**config.mk**
```make
export PLATFORM = sky130hd
export DESIGN_NAME = memory_slave_flat
export DESIGN_NICKNAME = d
export VERILOG_FILES = /design/src/rtl/memory_slave_if.sv /design/src/rtl/memory_slave.sv /design/src/flat_wrapper.sv
export SDC_FILE = /design/constraint.sdc
export NUM_CORES = 1
export LEC_CHECK = 0
export CAP_MARGIN = 0
export CORE_MARGIN = 2
export CORE_UTILIZATION = 60
export CTS_CLUSTER_DIAMETER = 150
export DETAILED_ROUTE_END_ITERATION = 10
export PLACE_DENSITY = 0.84
export REMOVE_ABC_BUFFERS = 1
export SYNTH_ARGS = -nofsm -noshare
export SYNTH_HDL_FRONTEND = slang
export SYNTH_SLANG_ARGS = --single-unit
```
**constraint.sdc**
```tcl
create_clock -name clk -period 39.2 [get_ports clk]
set_input_delay 7.84 -clock clk [delete_from_list [all_inputs] [get_ports clk]]
set_output_delay 7.84 -clock clk [all_outputs]
set_load 0.005 [all_outputs]
```
**src/rtl/memory_slave_if.sv**
```systemverilog
// Request/response bus between the memory-model driver and memory_slave.
//
// Handshake: the master raises req with wr/addr/wdata valid; the slave takes
// the request on a rising edge only when it is idle (busy=0). A request seen
// while busy=1 is dropped, so the master must watch busy to know whether it
// was taken. Each taken request ends with exactly one slv_rsp pulse, during
// which err and (for reads) rdata are valid.
interface memory_slave_if #(
    parameter int ADDR_WIDTH = 8,
    parameter int DATA_WIDTH = 32
);
    logic                  req;
    logic                  wr;
    logic [ADDR_WIDTH-1:0] addr;
    logic [DATA_WIDTH-1:0] wdata;
    logic [DATA_WIDTH-1:0] rdata;
    logic                  slv_rsp;
    logic                  err;
    logic                  busy;

    modport master (
        output req, wr, addr, wdata,
        input  rdata, slv_rsp, err, busy
    );

    modport slave (
        input  req, wr, addr, wdata,
        output rdata, slv_rsp, err, busy
    );
endinterface

```
**src/rtl/memory_slave.sv**
```systemverilog
// Single-beat memory responder. Accepts one request at a time, performs it
// against a MEM_SIZE-word array and answers with a one-cycle slv_rsp pulse.
// Writes answer one cycle after accept, reads RD_LATENCY cycles after accept.
// Reset clears the whole array and aborts any request in flight.
module memory_slave #(
    parameter int ADDR_WIDTH = 8,
    parameter int DATA_WIDTH = 32,
    parameter int MEM_SIZE   = 16,
    parameter int RD_LATENCY = 2
) (
    input  logic           clk,
    input  logic           reset,
    memory_slave_if.slave  bus,
    output logic [1:0]     state_dbg
);

    typedef enum logic [1:0] {
        ST_IDLE = 2'd0,
        ST_WAIT = 2'd1,
        ST_RESP = 2'd2
    } state_t;

    localparam int IDX_W = (MEM_SIZE > 1) ? $clog2(MEM_SIZE) : 1;
    localparam logic [ADDR_WIDTH:0] MEM_LIMIT = (ADDR_WIDTH + 1)'(MEM_SIZE);
    // WAIT lasts RD_LATENCY-1 cycles; the counter exits on reaching zero.
    localparam logic [1:0] CNT_INIT = (RD_LATENCY > 1) ? 2'(RD_LATENCY - 2) : 2'd0;

    state_t                state;
    state_t                state_n;
    logic [DATA_WIDTH-1:0] mem [MEM_SIZE];
    logic [1:0]            wait_cnt;
    logic                  is_rd_q;
    logic                  err_cap_q;
    logic [DATA_WIDTH-1:0] rd_cap_q;
    logic [DATA_WIDTH-1:0] rdata_q;
    logic                  slv_rsp_q;
    logic                  err_q;
    logic                  busy_q;

    logic                  accept;
    logic                  in_range;
    logic [IDX_W-1:0]      idx;
    logic [DATA_WIDTH-1:0] mem_word;

    assign accept   = (state == ST_IDLE) && bus.req;
    assign in_range = ({1'b0, bus.addr} < MEM_LIMIT);
    assign idx      = bus.addr[IDX_W-1:0];
    // Out-of-range reads return zero rather than an aliased word.
    assign mem_word = in_range ? mem[idx] : '0;

    // State register; reset aborts whatever request is in flight.
    always_ff @(posedge clk or posedge reset) begin
        if (reset) begin
            state <= ST_IDLE;
        end else begin
            state <= state_n;
        end
    end

    // Next-state decode: writes and latency-1 reads go straight to RESP.
    always_comb begin
        state_n = state;
        case (state)
            ST_IDLE: begin
                if (bus.req) begin
                    if (bus.wr || (RD_LATENCY == 1)) begin
                        state_n = ST_RESP;
                    end else begin
                        state_n = ST_WAIT;
                    end
                end
            end
            ST_WAIT: begin
                if (wait_cnt == 2'd0) begin
                    state_n = ST_RESP;
                end
            end
            ST_RESP: begin
                state_n = ST_IDLE;
            end
            default: begin
                state_n = ST_IDLE;
            end
        endcase
    end

    // Array, request capture and registered outputs, all keyed off next state.
    always_ff @(posedge clk or posedge reset) begin
        if (reset) begin
            for (int i = 0; i < MEM_SIZE; i++) begin
                mem[i] <= '0;
            end
            wait_cnt  <= 2'd0;
            is_rd_q   <= 1'b0;
            err_cap_q <= 1'b0;
            rd_cap_q  <= '0;
            rdata_q   <= '0;
            slv_rsp_q <= 1'b0;
            err_q     <= 1'b0;
            busy_q    <= 1'b0;
        end else begin
            busy_q    <= (state_n != ST_IDLE);
            slv_rsp_q <= (state_n == ST_RESP);

            if (accept) begin
                is_rd_q   <= !bus.wr;
                err_cap_q <= !in_range;
                rd_cap_q  <= mem_word;
                wait_cnt  <= CNT_INIT;
                if (bus.wr && in_range) begin
                    mem[idx] <= bus.wdata;
                end
            end else if (state == ST_WAIT) begin
                wait_cnt <= wait_cnt - 2'd1;
            end

            if (state_n == ST_RESP) begin
                err_q <= accept ? !in_range : err_cap_q;
            end else begin
                err_q <= 1'b0;
            end

            // rdata only moves on a read response and then holds.
            if (state_n == ST_RESP) begin
                if (accept && !bus.wr) begin
                    rdata_q <= mem_word;
                end else if (!accept && is_rd_q) begin
                    rdata_q <= rd_cap_q;
                end
            end
        end
    end

    assign bus.rdata   = rdata_q;
    assign bus.slv_rsp = slv_rsp_q;
    assign bus.err     = err_q;
    assign bus.busy    = busy_q;
    assign state_dbg   = state;

endmodule
```
**src/flat_wrapper.sv**
```systemverilog
// flat-port wrapper written by rule: the top's interface ports become plain ports
module memory_slave_flat 
#(
    parameter int ADDR_WIDTH = 8,
    parameter int DATA_WIDTH = 32,
    parameter int MEM_SIZE   = 16,
    parameter int RD_LATENCY = 2
)
  (clk, reset, state_dbg, bus_req, bus_wr, bus_addr, bus_wdata, bus_rdata, bus_slv_rsp, bus_err, bus_busy);
  memory_slave_if #(.ADDR_WIDTH(ADDR_WIDTH), .DATA_WIDTH(DATA_WIDTH)) bus_i ();
  input  logic clk;
  input  logic reset;
  output logic [1:0] state_dbg;
  input wire logic [$bits(bus_i.req)-1:0] bus_req;
  input wire logic [$bits(bus_i.wr)-1:0] bus_wr;
  input wire logic [$bits(bus_i.addr)-1:0] bus_addr;
  input wire logic [$bits(bus_i.wdata)-1:0] bus_wdata;
  output wire logic [$bits(bus_i.rdata)-1:0] bus_rdata;
  output wire logic [$bits(bus_i.slv_rsp)-1:0] bus_slv_rsp;
  output wire logic [$bits(bus_i.err)-1:0] bus_err;
  output wire logic [$bits(bus_i.busy)-1:0] bus_busy;
  assign bus_i.req = bus_req;
  assign bus_i.wr = bus_wr;
  assign bus_i.addr = bus_addr;
  assign bus_i.wdata = bus_wdata;
  assign bus_rdata = bus_i.rdata;
  assign bus_slv_rsp = bus_i.slv_rsp;
  assign bus_err = bus_i.err;
  assign bus_busy = bus_i.busy;
  memory_slave #(.ADDR_WIDTH(ADDR_WIDTH), .DATA_WIDTH(DATA_WIDTH), .MEM_SIZE(MEM_SIZE), .RD_LATENCY(RD_LATENCY)) u_core (.clk(clk), .reset(reset), .bus(bus_i), .state_dbg(state_dbg));
endmodule
```
After elaboration in Yosys (flattened, before gate mapping)
Index checks and enable logic that the tools add are counted.
{ "op_classes": {"eq_ne": 2, "bitwise_logic": 1, "addsub": 1, "n_lt_le_gt_ge": 3, "n_mux": 17, "reduce_logical": 15} }
{ "ops": {"columns": ["op", "n"], "rows": [
  ["bitwise mux 512 bit", 1],
  ["two-way mux 32 bit", 6],
  ["binary-select mux 32 bit (select 4 bit)", 1],
  ["demux 32 bit (select 4 bit)", 1],
  ["two-way mux 2 bit", 5],
  ["less-than comparator 8 x 5 -> 1 bit, second input constant", 1],
  ["nonzero test 2 bit", 3],
  [">= comparator 5 bit, second input constant", 1],
  ["logical AND 1 bit", 5],
  ["less-than comparator 5 x 1 -> 1 bit, second input constant", 1],
  ["NOT 4 -> 5 bit", 1],
  ["zero test 2 bit", 2],
  ["one-hot mux 2 bit (2 select lines)", 1],
  ["AND reduction 2 bit", 2],
  ["zero test 1 bit", 3],
  ["== test 2 x 1 -> 1 bit, second input constant", 1],
  ["== test 2 bit, second input constant", 1],
  ["two-way mux 1 bit", 2],
  ["subtractor 2 x 1 -> 2 bit, second input constant", 1]
]} }
{ "totals": {"register_bits": 585, "in_bits": 44, "word_cells": 64, "out_inout_bits": 37} }

Logic depth before layout (Yosys ltp)
{ "depth": {"word_depth": 6, "mapped_depth": 7, "ltp_nobuf": 5} }

Least setup slack after synthesis
OpenSTA, ideal clock, no wires.
{ "synth_path": {"path_type": "input port to flip-flop", "startpoint": "in bus_addr[4]", "endpoint": "reg u_core.mem[405] in the netlist's numbering", "t_required_ns": 39.075, "n_path_buf": 2, "slack_ns": 29.422, "setup_time_ns": 0.125, "arrival_ns": 9.654, "path_stages": 6, "cell_sequence": "or4_1 > buf_2 > or3_4 > nor3_4 > buf_6 > mux2_2"} }
{ "synth_via": {"elab_chain_len": 3} }
{ "synth_rtl": {"columns": ["item", "line", "text"], "rows": [
  ["start, declared", "flat_wrapper.sv:16", "input wire logic [$bits(bus_i.addr)-1:0] bus_addr;"],
  ["less-than comparator 8 x 5 -> 1 bit", "memory_slave.sv:46", "assign in_range = ({1'b0, bus.addr} < MEM_LIMIT);"],
  ["logical AND 1 bit", "memory_slave.sv:110", "if (bus.wr && in_range) begin"],
  ["AND reduction 2 bit (no source line)", null, null],
  ["end signal, assigned by index", "memory_slave.sv:111", "mem[idx] <= bus.wdata;"],
  ["end, declared", "memory_slave.sv:30", "logic [DATA_WIDTH-1:0] mem [MEM_SIZE];"]
]} }
No other way between the ends.
A chain may end at the register's enable or synchronous reset.

==> results.py <==
metrics = {
    "flow_run": {
        "drv_cap": 0,
    },
    "timing": {
        "finalCritPeriodShare": 0.2837,
        "fin_skew_ns": 0.02072,
        "fin_setup_tns_ns": 0,
        "hold_viol": 0,
        "whs_ns": 0.4768,
        "max_freq_mhz": 89.91,
        "finalSetupViolCount": 0,
        "drv_slew": 0,
        "rsz0062_at_grt": "no",
        "relSlewSlack": 0.1031,
        "worst_pin_slew_ns": 1.341,
        "fin_crit_ns": 11.12,
    },
    "power_and_ir_drop": {
        "leakagePower_nw": 13.96,
        "ir_worst_vdd_v": 0.00004103,
        "p_total_mw": 1.353,
        "power_density_nw_per_um2": 47.20,
    },
    "placement": {
        "dp_cells": 2173,
        "port_buffers": 80,
        "hpwl_mm": 31.24,
        "place_area_um2": 26750,
        "gp_congestion": 0.7309,
    },
    "global_routing": {
        "grt_max_degree": 106,
        "grt_pass1_vias": 15900,
        "overflow": 0,
        "grt_pass1_wl_mm": 90.20,
        "grtUsageTotal": 0.2646,
        "antenna_found_initial": 2,
    },
    "critical_path": {
        "reg2reg_depth": 6,
        "worstReg2RegEnd": "u_core.mem[396]",
        "timing.rr.start": "u_core.state_dbg[0]",
        "crit_type": "in2async",
        "cp.arrival_ns": 11.69,
        "crit_path_start": "reset",
        "worstPathMaxFanout": 105,
        "r2r_setup_slack_ns": 35.67,
        "crit_path_start_kind": "input port",
        "end_kind": "asynchronous set/reset pin",
        "worstPathRequired_ns": 39.76,
    },
    "synth": {
        "synth_edf_count": 0,
        "synth_common_cells": "dfrtp_1, mux2_2, mux4_2",
        "synth.most_common_cell": "dfrtp_1",
        "syn_area_um2": 25720,
        "yosys_warnings": 0,
        "synth_ff_type": "dfrtp_1",
        "ys_types": 34,
        "syn_avg_cell_area_um2": 15.35,
        "ys_seq_elements": 585,
        "yosys-top-cells-area": "dfrtp_1, mux2_2, mux4_2",
        "async_reset_ff_frac": 1.000,
        "yosys.area.top_type_share": 0.5693,
        "synthCells": 1675,
        "seq_area_frac_synth": 0.5693,
        "synth_area_leader_cell": "dfrtp_1",
    },
    "drt": {
        "post-route-drc-count": 0,
        "ant_nets": 0,
        "routedWlPerCell_um": 24.63,
        "first_pass_iters": 5,
        "num_vias": 14490,
        "via_per_inst": 6.369,
        "drt-total-wl_mm": 56.03,
        "drt_iter0_drc": 1022,
    },
    "die": {
        "dieArea_um2": 44530,
        "ios": 81,
        "die_h_um": 211.0,
        "rows": 75,
        "die_x_um": 211.0,
        "start_util": 0.6103,
        "core-area_um2": 42130,
    },
    "cells_and_area": {
        "layout-drive-gt1-share": 0.4591,
        "syn_to_final_growth_pct": 11.45,
        "multiInputGateArea_um2": 10440,
        "final_cells": 2275,
        "fillers": 2760,
        "fin_area_um2": 28660,
        "nets": 1738,
        "num_antenna_cells": 0,
        "seqCellArea_um2": 14640,
    },
    "clock_network": {
        "clk_path_buf_depth": 3,
        "clock_latency_ns": 0.61,
        "cts_tree": "done",
        "cts_buffers": 57,
        "clock-sinks": 585,
        "cts_setup_buffers": 0,
        "cts_resized": 0,
        "clkTransAtPathRegs_ns": 0.06,
        "cts-root-buf": "clkbuf_16",
        "cts_hold_buf": 0,
        "cts_htree_levels": 2,
    },
    "worst_hold_path": {
        "min_path_type": "reg2reg",
        "hold_path_end": "u_core.bus.rdata[26]",
        "hold_depth": 2,
        "hp-start": "u_core.bus.rdata[26]",
    },
    "status": {
        "status": "finished clean",
    },
}
[kinds of logic (layout without fill, tap and decap cells)]
logic type / count (synthesis) / count (layout) / share of synthesized area
mux: 674 / 674 / 0.3511
flops: 585 / 585 / 0.5693
simple gates: 194 / 194 / 0.03343
buf+inv: 147 / 208 / 0.02754
compound gates: 74 / 74 / 0.01815
fa+ha+maj: 1 / 1 / 0.0004865
[worst max-delay path, stage by stage]
cell	delay (ns)
clkdlybuf4s50_1	0.50
inv_8	0.53
buf_4	0.86
buf_4	0.88
buf_4	0.93
[per-layer routing]
layer | track usage | vias up | part of all wire
li1 | - | 6165 | -
met1 | 0.3675 | 7822 | 0.42
met2 | 0.4296 | 380 | 0.49
met3 | 0.05382 | 118 | 0.055
met4 | 0.07795 | 4 | 0.027
met5 | 0 | - | 0.00046
[state kept, by name, summed over array words and instances (netlist names)]
signal              cells
u_core.mem            512
u_core.rd_cap_q        32
u_core.bus.err          1
u_core.bus.slv_rsp      1
u_core.bus.busy         1
u_core.err_cap_q        1
u_core.bus.rdata       32
u_core.is_rd_q          1
u_core.state_dbg        2
u_core.wait_cnt         2
[how the worst max path moves through the flow]
stage,slack [ns],cells past startpoint,endpoint
2_1_floorplan,14.99,1,u_core.bus.busy
3_3_place_gp,27.41,5,u_core.mem[123]
3_5_place_dp,27.29,5,u_core.mem[123]
4_1_cts,27.92,5,u_core.mem[165]
5_1_grt,27.39,5,u_core.mem[201]
6_report,28.08,5,u_core.mem[507]
[where the power goes]
group,total [mW],switching [mW],internal (mW)
Clock,0.551,0.227,0.324
Sequential,0.659,0.0191,0.640
Combinational,0.143,0.0722,0.0706
[metrics by stage]
stage / util / setup slack, ns
after floorplan: - / 14.99
after global placement: 0.6349 / 27.41
after detailed placement: 0.6349 / 27.29
after CTS: 0.6802 / 27.92
after global routing: 0.6802 / 27.39
final: 0.6802 / 28.08
[cell usage in the layout, fill, tap and decap left out, types with 2 or more instances in the layout]
| cell type | n |
|---|---|
| mux2_2 | 528 |
| nand2_2 | 8 |
| o21ai_0 | 32 |
| a22oi_1 | 37 |
| nand2b_1 | 3 |
| clkbuf_16 | 59 |
| nand2_1 | 95 |
| bufinv_16 | 2 |
| clkdlybuf4s50_1 | 77 |
| clkbuf_8 | 21 |
| mux2_1 | 17 |
| nor3_2 | 2 |
| clkbuf_1 | 10 |
| inv_1 | 3 |
| nor2_1 | 38 |
| nor3_1 | 2 |
| mux4_2 | 128 |
| and3_2 | 4 |
| buf_4 | 21 |
| nand3_1 | 28 |
| dfrtp_1 | 585 |
| nor2_4 | 4 |
| clkinv_2 | 9 |
| a21oi_1 | 3 |
[cell type report]
type                            count  share of cell area
Clock buffer                       89             0.06243
Clock inverter                     13            0.004235
Inverter                            4           0.0007858
Multi-Input combinational cell    943              0.3641
Sequential cell                   585              0.5108
Tap cell                          539             0.02353
Timing Repair Buffer              102             0.03414
Note: power is estimated with default switching activity, not from simulation.
==> variant 1: new RTL, config.mk and constraints unchanged <==
Put one more register stage on the output `state_dbg`. The value now appears one clock later. The other outputs are not delayed to match.
--- a/src/rtl/memory_slave.sv
+++ b/src/rtl/memory_slave.sv
@@ -137,3 +137,5 @@
     assign bus.busy    = busy_q;
-    assign state_dbg   = state;
+    always_ff @(posedge clk) begin
+        state_dbg <= state;
+    end
 
Function: not settled (the Yosys comparison gave no result); the edit may change what the design does.
==> variant 1 against the unedited design <==
- area after synthesis grew 0.16%
- fmax grew 4.4%
- first-iteration DRC count grew 13%
- sequential cell count grew 2
- worst setup slack gained 470 ps
- design area grew 0.48%
- critical path depth grew 1
- clock power grew 2%
- sequential share of layout area shrank 0.10 points
- total power grew 1.2%
- largest cell class unchanged
- wire length grew 2.4%
- highest routed layer unchanged
- critical endpoint is now u_core.mem[446]$_DFFE_PP0P_
- non-clock buffer count grew 9
==> variant 1: results (changes against the unedited design) <==
Cells and area
  – Share of cells above drive strength 1: 0.462 (was 0.459)
  – NumNets Final: 1,748 (was 1,738)

Synth
  – Synth area leaders: dfrtp_1, mux2_2, mux4_2 (unchanged)
  – Ys async rst share: 0.997 (was 1.00)
  – Register area share after synthesis: 0.570 (was 0.569)

Placed design
  – Cell Area, Placed: 0.0268 mm2 (was 0.0267 mm2)
  – Pre-CTS WS: 28,010 ps (was 27,290 ps)
  – DP Wirelength: 31,300 um (was 31,200 um)

Detailed routing
  – 1st-iter DRT viols: 1,159 (was 1,022)
  – Post-DR wirelength/cell: 25.1 um (was 24.6 um)
  – Vias: 14,591 (was 14,489)

Clock tree
  – TritonCTS Buffers: 58 (was 57)

Setup path
  – Worst-path fanout max: 18 (was 105)
  – Worst setup startpoint: bus_addr[4] (was reset)
  – Critical Path End Type: register (was async pin)
  – CP endpoint: u_core.mem[446]$_DFFE_PP0P_ (was u_core.mem[507]$_DFFE_PP0P_)
  – Critical Path AT: 11,140 ps (was 11,690 ps)
  – R2R setup slack: 35,850 ps (was 35,670 ps)

STA
  – Setup Skew: 17.7 ps (was 20.7 ps)
  – Period utilisation layout: 0.272 (was 0.284)
  – Hold_ws: 476 ps (was 477 ps)

Power and ir drop
  – Switching share of power: 0.234 (was 0.235)
  – Static Leakage: 14.0 nW (about the same)
  – Tot Pwr: 1.37 mW (was 1.35 mW)

GRT
  – First-pass GRT wire length: 91,600 um (was 90,200 um)
  – Tot GR Track Use: 0.270 (was 0.265)
  – Vias in the first global route: 15,927 (was 15,904)

Outcome
  – Status: completed (unchanged)
[variant 1: cell families (layout without fill, tap and decap cells)]
family                     Yosys count  after routing  synth area share
adders and majority gates            1              1          0.000486
muxes                              674            674             0.351
buffers and inverters              147            218            0.0276
DFF                                587            587             0.570
AOI/OAI and AO/OA                   76             76            0.0187
and+or+nand+nor                    190            190            0.0327
[variant 1: per-layer routing]
metal	track usage	vias to the layer above	wire length, um
met2	0.439	446	28100
met5	0	-	25
li1	-	6179	-
met1	0.376	7835	24400
met4	0.0818	4	1520
met3	0.0507	127	3280
[variant 1: cell type report]
cell class / instances / area, um2
clock buffers: 92 / 1820
clock inverters: 11 / 134
fillers: 2739 / 13300
inverters: 4 / 22.5
multi-input cells: 941 / 10400
flip-flops and latches: 587 / 14700
well taps: 539 / 674
repair buffers: 111 / 1030
[variant 1: critical path, stage by stage]
cell and delay, ps:
clkdlybuf4s50_1 400, or4_1 760, nor3_1 720, nand2_2 610, buf_4 450, mux2_2 320
==> variant 2: new RTL, config.mk and constraints unchanged <==
Made on the original files. `DATA_WIDTH` is set to 32 in 3 places; all go to 16.
--- a/src/rtl/memory_slave_if.sv
+++ b/src/rtl/memory_slave_if.sv
@@ -9,3 +9,3 @@
     parameter int ADDR_WIDTH = 8,
-    parameter int DATA_WIDTH = 32
+    parameter int DATA_WIDTH = 16
 );
--- a/src/rtl/memory_slave.sv
+++ b/src/rtl/memory_slave.sv
@@ -6,3 +6,3 @@
     parameter int ADDR_WIDTH = 8,
-    parameter int DATA_WIDTH = 32,
+    parameter int DATA_WIDTH = 16,
     parameter int MEM_SIZE   = 16,
--- a/src/flat_wrapper.sv
+++ b/src/flat_wrapper.sv
@@ -4,3 +4,3 @@
     parameter int ADDR_WIDTH = 8,
-    parameter int DATA_WIDTH = 32,
+    parameter int DATA_WIDTH = 16,
     parameter int MEM_SIZE   = 16,
Ports: changed (resized bus_rdata and bus_wdata); port bits go from 81 to 49. No check against the original RTL was run, so the function may have changed too.
==> variant 2 against the unedited design <==
- clock power decreased by 43%
- worst setup slack better by 61 ps
- sequential power shrank 49%
- sequential cell count decreased by 288
- wire length is 48% lower
- die area shrank 48%
- total power shrank 45%
- design area decreased by 47%
- fmax grew 0.55%
- area after synthesis down 48%
- critical endpoint is now u_core.mem[157]$_DFFE_PP0P_
==> variant 2: results (changes against the unedited design) <==
Power and ir drop
  – Combinational power: 0.0839 mW (was 0.143 mW)
  – P per Cell Area: 48.6 mW/mm2 (was 47.2 mW/mm2)
  – Clock-net power: 0.316 mW (was 0.551 mW)
  – Peak VDD IR: 0.0344 mV (was 0.0410 mV)
  – Static Leakage: 7.36 nW (was 14.0 nW)

Setup path
  – CP delay by family, top: simple AND/OR/NAND/NOR gates (was buffers and inverters)
  – CP endpoint: u_core.mem[157]$_DFFE_PP0P_ (was u_core.mem[507]$_DFFE_PP0P_)
  – R2R setup slack: 35,600 ps (was 35,670 ps)
  – Worst setup startpoint: bus_addr[4] (was reset)
  – CP max stage delay: 1010 ps (was 930 ps)
  – Crit path max-delay cell type: nor3b_4 (was buf_4)
  – Critical Path AT: 11,490 ps (was 11,690 ps)
  – Worst-path fanout max: 16 (was 105)

Clock tree
  – TritonCTS Buffers: 31 (was 57)
  – Htree depth: 1 (was 2)

STA
  – Max Clk Rate: 90.4 MHz (was 89.9 MHz)
  – Setup Skew: 15.8 ps (was 20.7 ps)
  – Hold_ws: 480 ps (was 477 ps)

GRT
  – Vias in the first global route: 8,327 (was 15,904)
  – Met1 Track Usage GR: 0.363 (was 0.367)
  – Largest net degree at the start of global routing: 137 (was 106)
  – First-pass GRT wire length: 47,600 um (was 90,200 um)
  – Met3 Use GR: 0.0307 (was 0.0538)
  – Tot GR Track Use: 0.261 (was 0.265)
  – Met2 usage: 0.436 (was 0.430)
  – Initial antenna violation count: 0 (was 2)

Cells and area
  – Fillers: 1,391 (was 2,760)
  – Share of cells above drive strength 1: 0.437 (was 0.459)

Placed design
  – RD Place Congestion: 0.741 (was 0.731)
  – Pre-CTS WS: 27,590 ps (was 27,290 ps)
  – # port buffers: 48 (was 80)
  – DP Wirelength: 16,900 um (was 31,200 um)

Detailed routing
  – Max Used Layer: met4 (was met5)
  – Vias: 7,602 (was 14,489)
  – 1st-iter DRT viols: 453 (was 1,022)
  – Metal3 WL: 1400 um (was 3070 um)
  – Final WL: 29,300 um (was 56,000 um)

Outcome
  – Status: completed (unchanged)

Synth
  – Register area share after synthesis: 0.560 (was 0.569)
  – Synth area leaders: dfrtp_1, mux2_2, mux4_2 (unchanged)
  – Post-synthesis cell type count: 32 (was 34)

Worst hold path
  – Hold_sp: u_core.bus.rdata[15]$_DFFE_PP0P_ (was u_core.bus.rdata[26]$_DFFE_PP0P_)
  – Hold EP: u_core.bus.rdata[15]$_DFFE_PP0P_ (was u_core.bus.rdata[26]$_DFFE_PP0P_)
[variant 2: changes by cell type after synthesis, sizes merged, moves of 27 or more]
cell / change
a22oi: -37
buf: -45
clkbuf: -32
dfrtp: -288
mux2: -289
mux2i: +48
mux4: -64
nand2: -82
nand3: -27
[variant 2: stage by stage]
stage                     std cells  instance area [um2]
after floorplan                 781                13000
after global placement         1129                14000
after detailed placement       1129                14000
after CTS                      1187                15200
after global routing           1187                15200
final                          1187                15200
[variant 2: cells by family after synthesis]
logic type	count (synthesis)	share of synthesized area
mux	369	0.363
flops	297	0.560
buf+inv	71	0.0232
simple gates	71	0.0339
compound gates	38	0.0191
fa+ha+maj	1	0.000943
[variant 2: layout make-up]
type	count	area, um2	share of cell area
clock inverters	19	259	0.0171
inverters	5	26.3	0.00173
multi-input cells	479	5620	0.370
repair buffers	68	616	0.0406
clock buffers	39	866	0.0571
well taps	280	350	0.0231
flip-flops and latches	297	7430	0.490
